$ cat config.mk
export PLATFORM = sky130hd
export DESIGN_NAME = mod3_result_collector_flat
export DESIGN_NICKNAME = d
export VERILOG_FILES = /design/src/rtl/mod3_result_collector_if.sv /design/src/rtl/mod3_result_collector.sv /design/src/flat_wrapper.sv
export SDC_FILE = /design/constraint.sdc
export NUM_CORES = 1
export LEC_CHECK = 0
export CORE_ASPECT_RATIO = 1.75
export CORE_MARGIN = 4
export CORE_UTILIZATION = 55
export CTS_CLUSTER_SIZE = 25
export DETAILED_ROUTE_END_ITERATION = 8
export HOLD_SLACK_MARGIN = 0.15
export PLACE_DENSITY = 0.93
export SYNTH_ARGS = -nofsm -noshare
export SYNTH_HDL_FRONTEND = slang
export SYNTH_SLANG_ARGS = --single-unit
$ cat constraint.sdc
create_clock -name clk -period 7.2 [get_ports clk]
set_input_delay 1.44 -clock clk [delete_from_list [all_inputs] [get_ports clk]]
set_output_delay 1.44 -clock clk [all_outputs]
set_load 0.05 [all_outputs]
$ cat src/rtl/mod3_result_collector_if.sv
// Output handshake bundle of the mod-3 result collector.
//   out_valid : FIFO head is valid            (collector -> consumer)
//   out_ready : consumer accepts the head     (consumer  -> collector)
//   out_data  : {step index, residue}, residue in the two LSBs
// The master modport is the collector side, the slave modport the consumer side.
interface mod3_result_collector_if #(
    parameter int IDX_W = 8
) ();
    logic               out_valid;
    logic               out_ready;
    logic [IDX_W+1:0]   out_data;

    modport master (output out_valid, output out_data, input  out_ready);
    modport slave  (input  out_valid, input  out_data, output out_ready);
endinterface

$ cat src/rtl/mod3_result_collector.sv
// Collector sitting behind the serial mod-3 engine.
// Each rising edge of the engine finish flag captures {i_in, s_in} into a
// small show-ahead FIFO that is drained through a valid/ready handshake.
// Per-residue counters, a drop counter and sticky overflow/error flags are
// kept for the lab bench and the display logic.
// Ports:
//   clk, rst_n      : clock, synchronous active-low reset
//   s_in, f_in, i_in: engine residue, finish flag (level), step index
//   clr             : synchronous clear of counters and sticky flags
//   out_if          : valid/ready/data of the FIFO head (master side)
//   cnt0..cnt2      : accepted results per residue (saturating)
//   drop_cnt        : captures lost on a full FIFO (saturating)
//   ovf, err        : sticky drop flag, sticky illegal-residue flag
//   level           : FIFO occupancy 0..DEPTH
module mod3_result_collector #(
    parameter int DEPTH = 4,
    parameter int IDX_W = 8,
    parameter int CNT_W = 16,
    localparam int PTR_W = $clog2(DEPTH),
    localparam int LVL_W = PTR_W + 1,
    localparam int DW    = IDX_W + 2
) (
    input  logic                    clk,
    input  logic                    rst_n,
    input  logic [1:0]              s_in,
    input  logic                    f_in,
    input  logic [IDX_W-1:0]        i_in,
    input  logic                    clr,
    mod3_result_collector_if.master out_if,
    output logic [CNT_W-1:0]        cnt0,
    output logic [CNT_W-1:0]        cnt1,
    output logic [CNT_W-1:0]        cnt2,
    output logic [CNT_W-1:0]        drop_cnt,
    output logic                    ovf,
    output logic                    err,
    output logic [LVL_W-1:0]        level
);

    // Saturating increment used by all statistic counters.
    function automatic logic [CNT_W-1:0] sat_inc(input logic [CNT_W-1:0] v);
        logic [CNT_W-1:0] r;
        if (v == {CNT_W{1'b1}}) begin
            r = v;
        end else begin
            r = v + CNT_W'(1'b1);
        end
        return r;
    endfunction

    logic               f_q, f_d;
    logic [PTR_W-1:0]   wr_ptr_q, wr_ptr_d;
    logic [PTR_W-1:0]   rd_ptr_q, rd_ptr_d;
    logic [LVL_W-1:0]   level_q, level_d;
    logic [DW-1:0]      mem_q [DEPTH];
    logic [DW-1:0]      mem_d [DEPTH];
    logic [CNT_W-1:0]   cnt0_q, cnt0_d;
    logic [CNT_W-1:0]   cnt1_q, cnt1_d;
    logic [CNT_W-1:0]   cnt2_q, cnt2_d;
    logic [CNT_W-1:0]   drop_cnt_q, drop_cnt_d;
    logic               ovf_q, ovf_d;
    logic               err_q, err_d;

    logic               cap_s;
    logic               legal_s;
    logic               full_s;
    logic               empty_s;
    logic               pop_s;
    logic               push_s;
    logic               drop_s;

    // Event decode: capture on finish rise, pop on handshake, push/drop on legal capture.
    always_comb begin
        cap_s   = f_in & ~f_q;
        legal_s = (s_in != 2'd3);
        full_s  = (level_q == LVL_W'(DEPTH));
        empty_s = (level_q == {LVL_W{1'b0}});
        pop_s   = ~empty_s & out_if.out_ready;
        // A same-cycle pop frees a slot, so a full FIFO still accepts the push.
        push_s  = cap_s & legal_s & (~full_s | pop_s);
        drop_s  = cap_s & legal_s & full_s & ~pop_s;
    end

    // Show-ahead head: data is driven straight from the head entry, zero when empty.
    always_comb begin
        out_if.out_valid = ~empty_s;
        out_if.out_data  = {DW{1'b0}};
        if (!empty_s) begin
            out_if.out_data = mem_q[rd_ptr_q];
        end else begin
            out_if.out_data = {DW{1'b0}};
        end
    end

    // FIFO next state: storage, pointers (wrap naturally modulo DEPTH) and occupancy.
    always_comb begin
        f_d      = f_in;
        mem_d    = mem_q;
        wr_ptr_d = wr_ptr_q;
        rd_ptr_d = rd_ptr_q;
        level_d  = level_q;
        if (push_s) begin
            mem_d[wr_ptr_q] = {i_in, s_in};
            wr_ptr_d        = wr_ptr_q + PTR_W'(1'b1);
        end else begin
            wr_ptr_d        = wr_ptr_q;
        end
        if (pop_s) begin
            rd_ptr_d = rd_ptr_q + PTR_W'(1'b1);
        end else begin
            rd_ptr_d = rd_ptr_q;
        end
        case ({push_s, pop_s})
            2'b10:   level_d = level_q + LVL_W'(1'b1);
            2'b01:   level_d = level_q - LVL_W'(1'b1);
            default: level_d = level_q;
        endcase
    end

    // Statistics next state; clr overrides any update from a same-cycle capture.
    always_comb begin
        cnt0_d     = cnt0_q;
        cnt1_d     = cnt1_q;
        cnt2_d     = cnt2_q;
        drop_cnt_d = drop_cnt_q;
        ovf_d      = ovf_q;
        err_d      = err_q;
        if (clr) begin
            cnt0_d     = {CNT_W{1'b0}};
            cnt1_d     = {CNT_W{1'b0}};
            cnt2_d     = {CNT_W{1'b0}};
            drop_cnt_d = {CNT_W{1'b0}};
            ovf_d      = 1'b0;
            err_d      = 1'b0;
        end else begin
            if (push_s) begin
                case (s_in)
                    2'd0:    cnt0_d = sat_inc(cnt0_q);
                    2'd1:    cnt1_d = sat_inc(cnt1_q);
                    2'd2:    cnt2_d = sat_inc(cnt2_q);
                    default: cnt0_d = cnt0_q;
                endcase
            end else begin
                cnt0_d = cnt0_q;
            end
            if (drop_s) begin
                drop_cnt_d = sat_inc(drop_cnt_q);
                ovf_d      = 1'b1;
            end else begin
                drop_cnt_d = drop_cnt_q;
            end
            if (cap_s && !legal_s) begin
                err_d = 1'b1;
            end else begin
                err_d = err_q;
            end
        end
    end

    // State registers with synchronous active-low reset taking priority over everything.
    always_ff @(posedge clk) begin
        if (!rst_n) begin
            f_q        <= 1'b0;
            wr_ptr_q   <= {PTR_W{1'b0}};
            rd_ptr_q   <= {PTR_W{1'b0}};
            level_q    <= {LVL_W{1'b0}};
            cnt0_q     <= {CNT_W{1'b0}};
            cnt1_q     <= {CNT_W{1'b0}};
            cnt2_q     <= {CNT_W{1'b0}};
            drop_cnt_q <= {CNT_W{1'b0}};
            ovf_q      <= 1'b0;
            err_q      <= 1'b0;
            for (int k = 0; k < DEPTH; k++) begin
                mem_q[k] <= {DW{1'b0}};
            end
        end else begin
            f_q        <= f_d;
            wr_ptr_q   <= wr_ptr_d;
            rd_ptr_q   <= rd_ptr_d;
            level_q    <= level_d;
            cnt0_q     <= cnt0_d;
            cnt1_q     <= cnt1_d;
            cnt2_q     <= cnt2_d;
            drop_cnt_q <= drop_cnt_d;
            ovf_q      <= ovf_d;
            err_q      <= err_d;
            for (int k = 0; k < DEPTH; k++) begin
                mem_q[k] <= mem_d[k];
            end
        end
    end

    assign cnt0     = cnt0_q;
    assign cnt1     = cnt1_q;
    assign cnt2     = cnt2_q;
    assign drop_cnt = drop_cnt_q;
    assign ovf      = ovf_q;
    assign err      = err_q;
    assign level    = level_q;

endmodule
$ cat src/flat_wrapper.sv
// flat-port wrapper written by rule: the top's interface ports become plain ports
module mod3_result_collector_flat 
#(
    parameter int DEPTH = 4,
    parameter int IDX_W = 8,
    parameter int CNT_W = 16,
    localparam int PTR_W = $clog2(DEPTH),
    localparam int LVL_W = PTR_W + 1,
    localparam int DW    = IDX_W + 2
)
  (clk, rst_n, s_in, f_in, i_in, clr, cnt0, cnt1, cnt2, drop_cnt, ovf, err, level, out_if_out_valid, out_if_out_data, out_if_out_ready);
  mod3_result_collector_if #(.IDX_W(IDX_W)) out_if_i ();
  input  logic clk;
  input  logic rst_n;
  input  logic [1:0] s_in;
  input  logic f_in;
  input  logic [IDX_W-1:0] i_in;
  input  logic clr;
  output logic [CNT_W-1:0] cnt0;
  output logic [CNT_W-1:0] cnt1;
  output logic [CNT_W-1:0] cnt2;
  output logic [CNT_W-1:0] drop_cnt;
  output logic ovf;
  output logic err;
  output logic [LVL_W-1:0] level;
  output wire logic [$bits(out_if_i.out_valid)-1:0] out_if_out_valid;
  output wire logic [$bits(out_if_i.out_data)-1:0] out_if_out_data;
  input wire logic [$bits(out_if_i.out_ready)-1:0] out_if_out_ready;
  assign out_if_out_valid = out_if_i.out_valid;
  assign out_if_out_data = out_if_i.out_data;
  assign out_if_i.out_ready = out_if_out_ready;
  mod3_result_collector #(.DEPTH(DEPTH), .IDX_W(IDX_W), .CNT_W(CNT_W)) u_core (.clk(clk), .rst_n(rst_n), .s_in(s_in), .f_in(f_in), .i_in(i_in), .clr(clr), .out_if(out_if_i), .cnt0(cnt0), .cnt1(cnt1), .cnt2(cnt2), .drop_cnt(drop_cnt), .ovf(ovf), .err(err), .level(level));
endmodule
Word-level counts from Yosys, hierarchy flattened. Cells that the tools add are included.

Register bits: 114. Bits in latches: 0. Memory bits (writable): 0. ROM bits: 0. Input bits: 15. Output and inout port bits: 80. Word-level logic and storage cells: 72. Memories kept: 0.

Add/sub/neg operators: 8. Multiply operators: 0. Div/mod/pow operators: 0. $lt $le $gt $ge: 3. Equality and inequality tests: 10. Shift-type cells: 0. Muxes and demuxes: 8. Bitwise gates (word level): 18. Reduce and logical (&&, ||, !) cells: 11.

Operators by type and width (number): adder 16 x 1 -> 16 bit, second input constant (4); == test 16 bit, second input constant (4); bitwise mux 40 bit (1); two-way mux 10 bit (4); binary-select mux 10 bit (select 2 bit) (1); demux 10 bit (select 2 bit) (1); NOT 1 bit (9); AND reduction 3 bit (3); AND 1 bit (6); greater-or-equal comparator 3 bit, second input constant (2); NOT 2 -> 3 bit (2); one-hot mux 3 bit (2 select lines) (1); adder 2 x 1 -> 2 bit, second input constant (2); == test 2 x 1 -> 1 bit, second input constant (2); == test 2 bit, second input constant (2); adder 3 x 1 -> 3 bit, second input constant (1); == test 3 bit, second input constant (1); zero test 3 bit (1); less-than comparator 3 x 1 -> 1 bit, second input constant (1); subtractor 3 x 1 -> 3 bit, second input constant (1); logical AND 1 bit (2); zero test 2 bit (1); inequality test 2 bit, second input constant (1); AND reduction 2 bit (1); 4 further kinds (4).

Logic depth before layout (Yosys ltp).
Depth in word-level cells: 7. Mapped depth: 11. Depth with buffers taken out: 9.

Worst setup path after synthesis. OpenSTA, ideal clock, no wires.

Path type: input -> register. From: in out_if_out_ready. To: reg u_core.level_q[2] (netlist: u_core.level[2]). Library setup time: 76 ps. Arrival time: 3607 ps. Required time: 7124 ps. Path slack: 3518 ps. Stages on the path: 11. Buffers on the path: 2. Path through: or4b_1 -> buf_2 -> and3_1 -> buf_6 -> inv_1 -> ha_1 -> inv_1 -> fa_1 -> xor2_1 -> or3_1 -> a21boi_0.

Cells in the longest elaborated chain, start to end: 5. Elaborated cells between the ends (all ways): 7. Those cells by class: eq/ne (2); mux (1); bitwise (3); reduce/logical (1).

RTL lines: start, declared (RTL line flat_wrapper.sv:28) `input wire logic [$bits(out_if_i.out_ready)-1:0] out_if_out_ready;`; AND 1 bit * (RTL line mod3_result_collector.sv:77) `pop_s = ~empty_s & out_if.out_ready;`; bitwise OR 1 bit (RTL line mod3_result_collector.sv:79) `push_s = cap_s & legal_s & (~full_s | pop_s);`; AND 1 bit (RTL line mod3_result_collector.sv:79); == test 2 x 1 -> 1 bit / == test 2 bit (equally long branches) (RTL line mod3_result_collector.sv:112) `case ({push_s, pop_s})`; one-hot mux 3 bit (2 select lines) / nonzero test 2 bit (equally long branches); end signal, assigned (RTL line mod3_result_collector.sv:165) `level_q <= {LVL_W{1'b0}};`; end signal, assigned (RTL line mod3_result_collector.sv:179) `level_q <= level_d;`; end, declared (RTL line mod3_result_collector.sv:53) `logic [LVL_W-1:0] level_q, level_d;`.

Mark *: on every way between the ends. The rest lies on a longest branch, timed or not. A chain may end at the register's enable or synchronous reset.

Worst setup path after layout. Ends and elaborated chain as after synthesis.

==> impl_results.md <==
* Minimum clock period at 4.216 ns
* Vias per cell at 6.176
* Final Setup Violations at 0
* Number of global-route vias before repair at 5201
* Post-synth cell types at 54
* DR WL/cell at 18.27 µm
* Leak at 2.306 nW
* CTS tree: built
* Worst Path Required at 7.54 ns
* Placed cells at 818
* Gr ovfl total at 0
* Residual DRC at 0
* Final hold viol count at 0
* Most used DFF post-synth: dfxtp_1
* Register area share after synthesis at 41.08%
* FMAX at 237.2 MHz
* Post-CTS sizing at 0
* Global-route wire length before repair at 24.96 mm
* Startpoint types: input pin
* GRT Total Usage at 26.39%
* Max Cap Viol at 0
* Clk sinks at 114
* Placed Area at 6540 µm²
* Critical path class: input pin to register
* Pin count of the biggest net entering global routing at 60
* Core area at 9849 µm²
* DIE HEIGHT at 141.0 µm
* CP cell instances: clkdlybuf4s50_1, or4b_1, and3_1, buf_4, inv_1, ha_1, inv_1, fa_1, xor2_1, or3_1, a21boi_0
* RSZ-0062 raised after global routing: false
* Routed vias at 5237
* Post-Syn Nets at 652
* Reg2reg path depth at 10
* Max Clock Skew at 0.003731 ns
* Worst-path fanout max at 47
* Hold Path Stages at 2
* Final Cycle Share at 58.56%
* Htree depth at 4
* Worst skew pair latency at 0.42 ns
* Async SR Flop Fraction at 0%
* Post-Route WL at 15.49 mm
* Worst-path clk slew at 0.05 ns
* Fillcell total at 679
* Final Cell Area at 7106 µm²
* Post-CTS Hold Buffers at 0
* Final HPWL DP at 10.40 mm
* Crit end category: register
* Avg Cell Area, Syn at 8.860 µm²
* Full die area at 11840 µm²
* VDD IR max at 0.0002986 V
* Width of the die at 83.97 µm
* YS warnings at 0
* PD cells at 248.7 nW/µm²
* Slowest CP cell: or4b_1
* Synth Register Bits at 114
* Post-synth EDFFs at 0
* Ports at 95
* ANT nets after route at 0
* Critical path's largest stage delay at 0.67 ns
* # Post-CTS Setup Buffers at 0
* PortBufs at 94
* Fin. max-slew vios at 0
* Worst hold path class: register to register
* WP data arrival at 4.55 ns
* GR Util met3 at 6.550%
* Top Usage Layer GRT: met2
* 1st-iter DRT viols at 471
* Post-Syn Instances at 627
* CTS buffer count at 17
* Tightest Pin Transition at 1.297 ns
* Status: complete, no violations
* Initial core utilization at 56.40%
* Final net count at 737
* Fin cells at 848
* Met1 Use GR at 26.43%
* Util after Layout at 72.14%
* Setup TNS at 0 ns
* Slew headroom at 12.89%
* Share of post-route cells with drive strength above 1 at 8.160%
* Met2 usage in global routing at 50.02%
* Root Driver: clkbuf_16
* Synth Cell Area at 5555 µm²
* Row count at 48
* Antenna violations before repair at 0
* Drt first pass iters at 7
* Most Frequent Cell on Critical Path: inv_1
* Antenna cells at 0
* Area Overhead vs Synth at 27.91%
* CTS max path bufs at 2
* Final GP Congestion at 0.8430
## flip-flops by register name, indices dropped and copies added (netlist names)
register,cells
u_core.cnt0,16
u_core.cnt1,16
u_core.wr_ptr_q,2
u_core.cnt2,16
u_core.level,3
u_core.err,1
u_core.drop_cnt,16
u_core.ovf,1
u_core.mem_q,40
u_core.rd_ptr_q,2
u_core.f_q,1
## worst max-delay path: cells and delay by family
family,cells,cell delay [ns]
adder cells (fa/ha/maj),2,0.57
XOR/XNOR,1,0.16
buffers and inverters,4,0.97
AO/OA/AOI/OAI,1,0.17
AND/OR/NAND/NOR,3,1.22
## layout by cell type (no fill, tap or decap), types with 5 or more instances in the layout
master | Yosys | final
a211oi_1 | 11 | 11
a21boi_1 | 41 | 41
a21oi_1 | 18 | 18
and2_1 | 18 | 18
and3_1 | 8 | 8
and4_1 | 7 | 7
clkbuf_16 | 0 | 17
clkbuf_8 | 0 | 6
clkdlybuf4s50_1 | 0 | 94
dfxtp_1 | 114 | 114
ha_1 | 9 | 9
inv_1 | 12 | 12
mux4_2 | 10 | 10
nand2_1 | 72 | 72
nand3_1 | 61 | 61
nand4_1 | 16 | 16
nor2_1 | 53 | 53
nor3_1 | 7 | 7
nor4_1 | 13 | 13
o211ai_1 | 5 | 5
o21ai_0 | 8 | 8
o21ai_1 | 7 | 7
or3_1 | 7 | 7
or4_1 | 5 | 5
xnor2_1 | 34 | 34
xor2_1 | 11 | 11
## path summary, 6_finish.rpt
| path | slack, ns | to | startpoint |
|---|---|---|---|
| max | 2.98 | u_core.level[2] | out_if_out_ready |
| max reg2reg | 4.06 | u_core.level[2] | u_core.level[0] |
| min | 0.45 | u_core.mem_q[16] | u_core.mem_q[16] |
| min reg2reg | 0.45 | u_core.mem_q[16] | u_core.mem_q[16] |
## synthesized netlist by cell type (2+ instances only)
master     number  area (µm²)
o2111ai_1       3       26.28
ha_1            9       112.6
nor2_1         53       198.9
mux4_2         10       225.2
dfxtp_1       114        2282
buf_1           5       18.77
nand2_4         4       45.04
xnor2_1        34       297.8
a31o_2          3       26.28
mux2i_1         3       30.03
a211oi_1       11       82.58
nor3b_1         3       22.52
o31ai_1         2       15.01
a31oi_1         2       12.51
nand2_1        72       270.3
nand4_1        16       100.1
a21oi_2         2       17.52
nand3_1        61       305.3
a21boi_1       41       307.8
o21ai_1         7       35.03
o211ai_1        5       37.54
inv_1          12       45.04
and4_1          7       61.31
nor4_1         13       81.33
or3_1           7       43.79
buf_2           8       40.04
clkbuf_1       17       63.81
a21boi_0        3       22.52
nand2b_1        3       18.77
xor2_1         11       96.34
nor3_1          7       35.03
o21ai_0         8       40.04
a21oi_1        18       90.09
or4_1           5       37.54
and2_1         18       112.6
nor2b_1         4       25.02
and3_1          8       50.05
buf_6           2       22.52
## per-stage QoR
| step | hold WS (ns) | worst slack [ns] | power (W) |
|---|---|---|---|
| 2_1_floorplan | 0.4319 | 3.518 | 0.0008914 |
| 3_3_place_gp | 0.4374 | 2.715 | 0.0009680 |
| 3_5_place_dp | 0.4448 | 2.567 | 0.0009766 |
| 4_1_cts | 0.4517 | 3.001 | 0.001771 |
| 5_1_grt | 0.4695 | 2.854 | 0.001824 |
| 6_report | 0.4522 | 2.984 | 0.001767 |
## area by class of cell
class	instances	area (µm²)	share of cell area, %
Timing Repair Buffer	98	970.9	13.66
Inverter	12	45.04	0.6339
Clock buffer	25	515.5	7.255
Multi-Input combinational cell	469	3085	43.42
Clock inverter	5	50.05	0.7043
Sequential cell	114	2282	32.12
Tap cell	125	156.4	2.201
## where the power goes
part	internal [W]	switching, W
clock	0.000522	0.000278
sequential	0.000651	0.0000400
combinational	0.000105	0.000171
## cell families after synthesis
kind of cell | count (synthesis) | share of synthesized area [%]
compound gates | 110 | 13.76
xor+xnor | 45 | 7.095
fa+ha+maj | 10 | 2.387
buf+inv | 44 | 3.423
flops | 114 | 41.08
mux | 13 | 4.595
simple gates | 291 | 27.66
## metal layers
layer	part of all wire (%)	vias to the layer above
li1	-	2404
met1	34	2525
met2	56	262
met3	6.6	46
met4	2.9	0
met5	0	-
(Power assumes the default switching activity.)
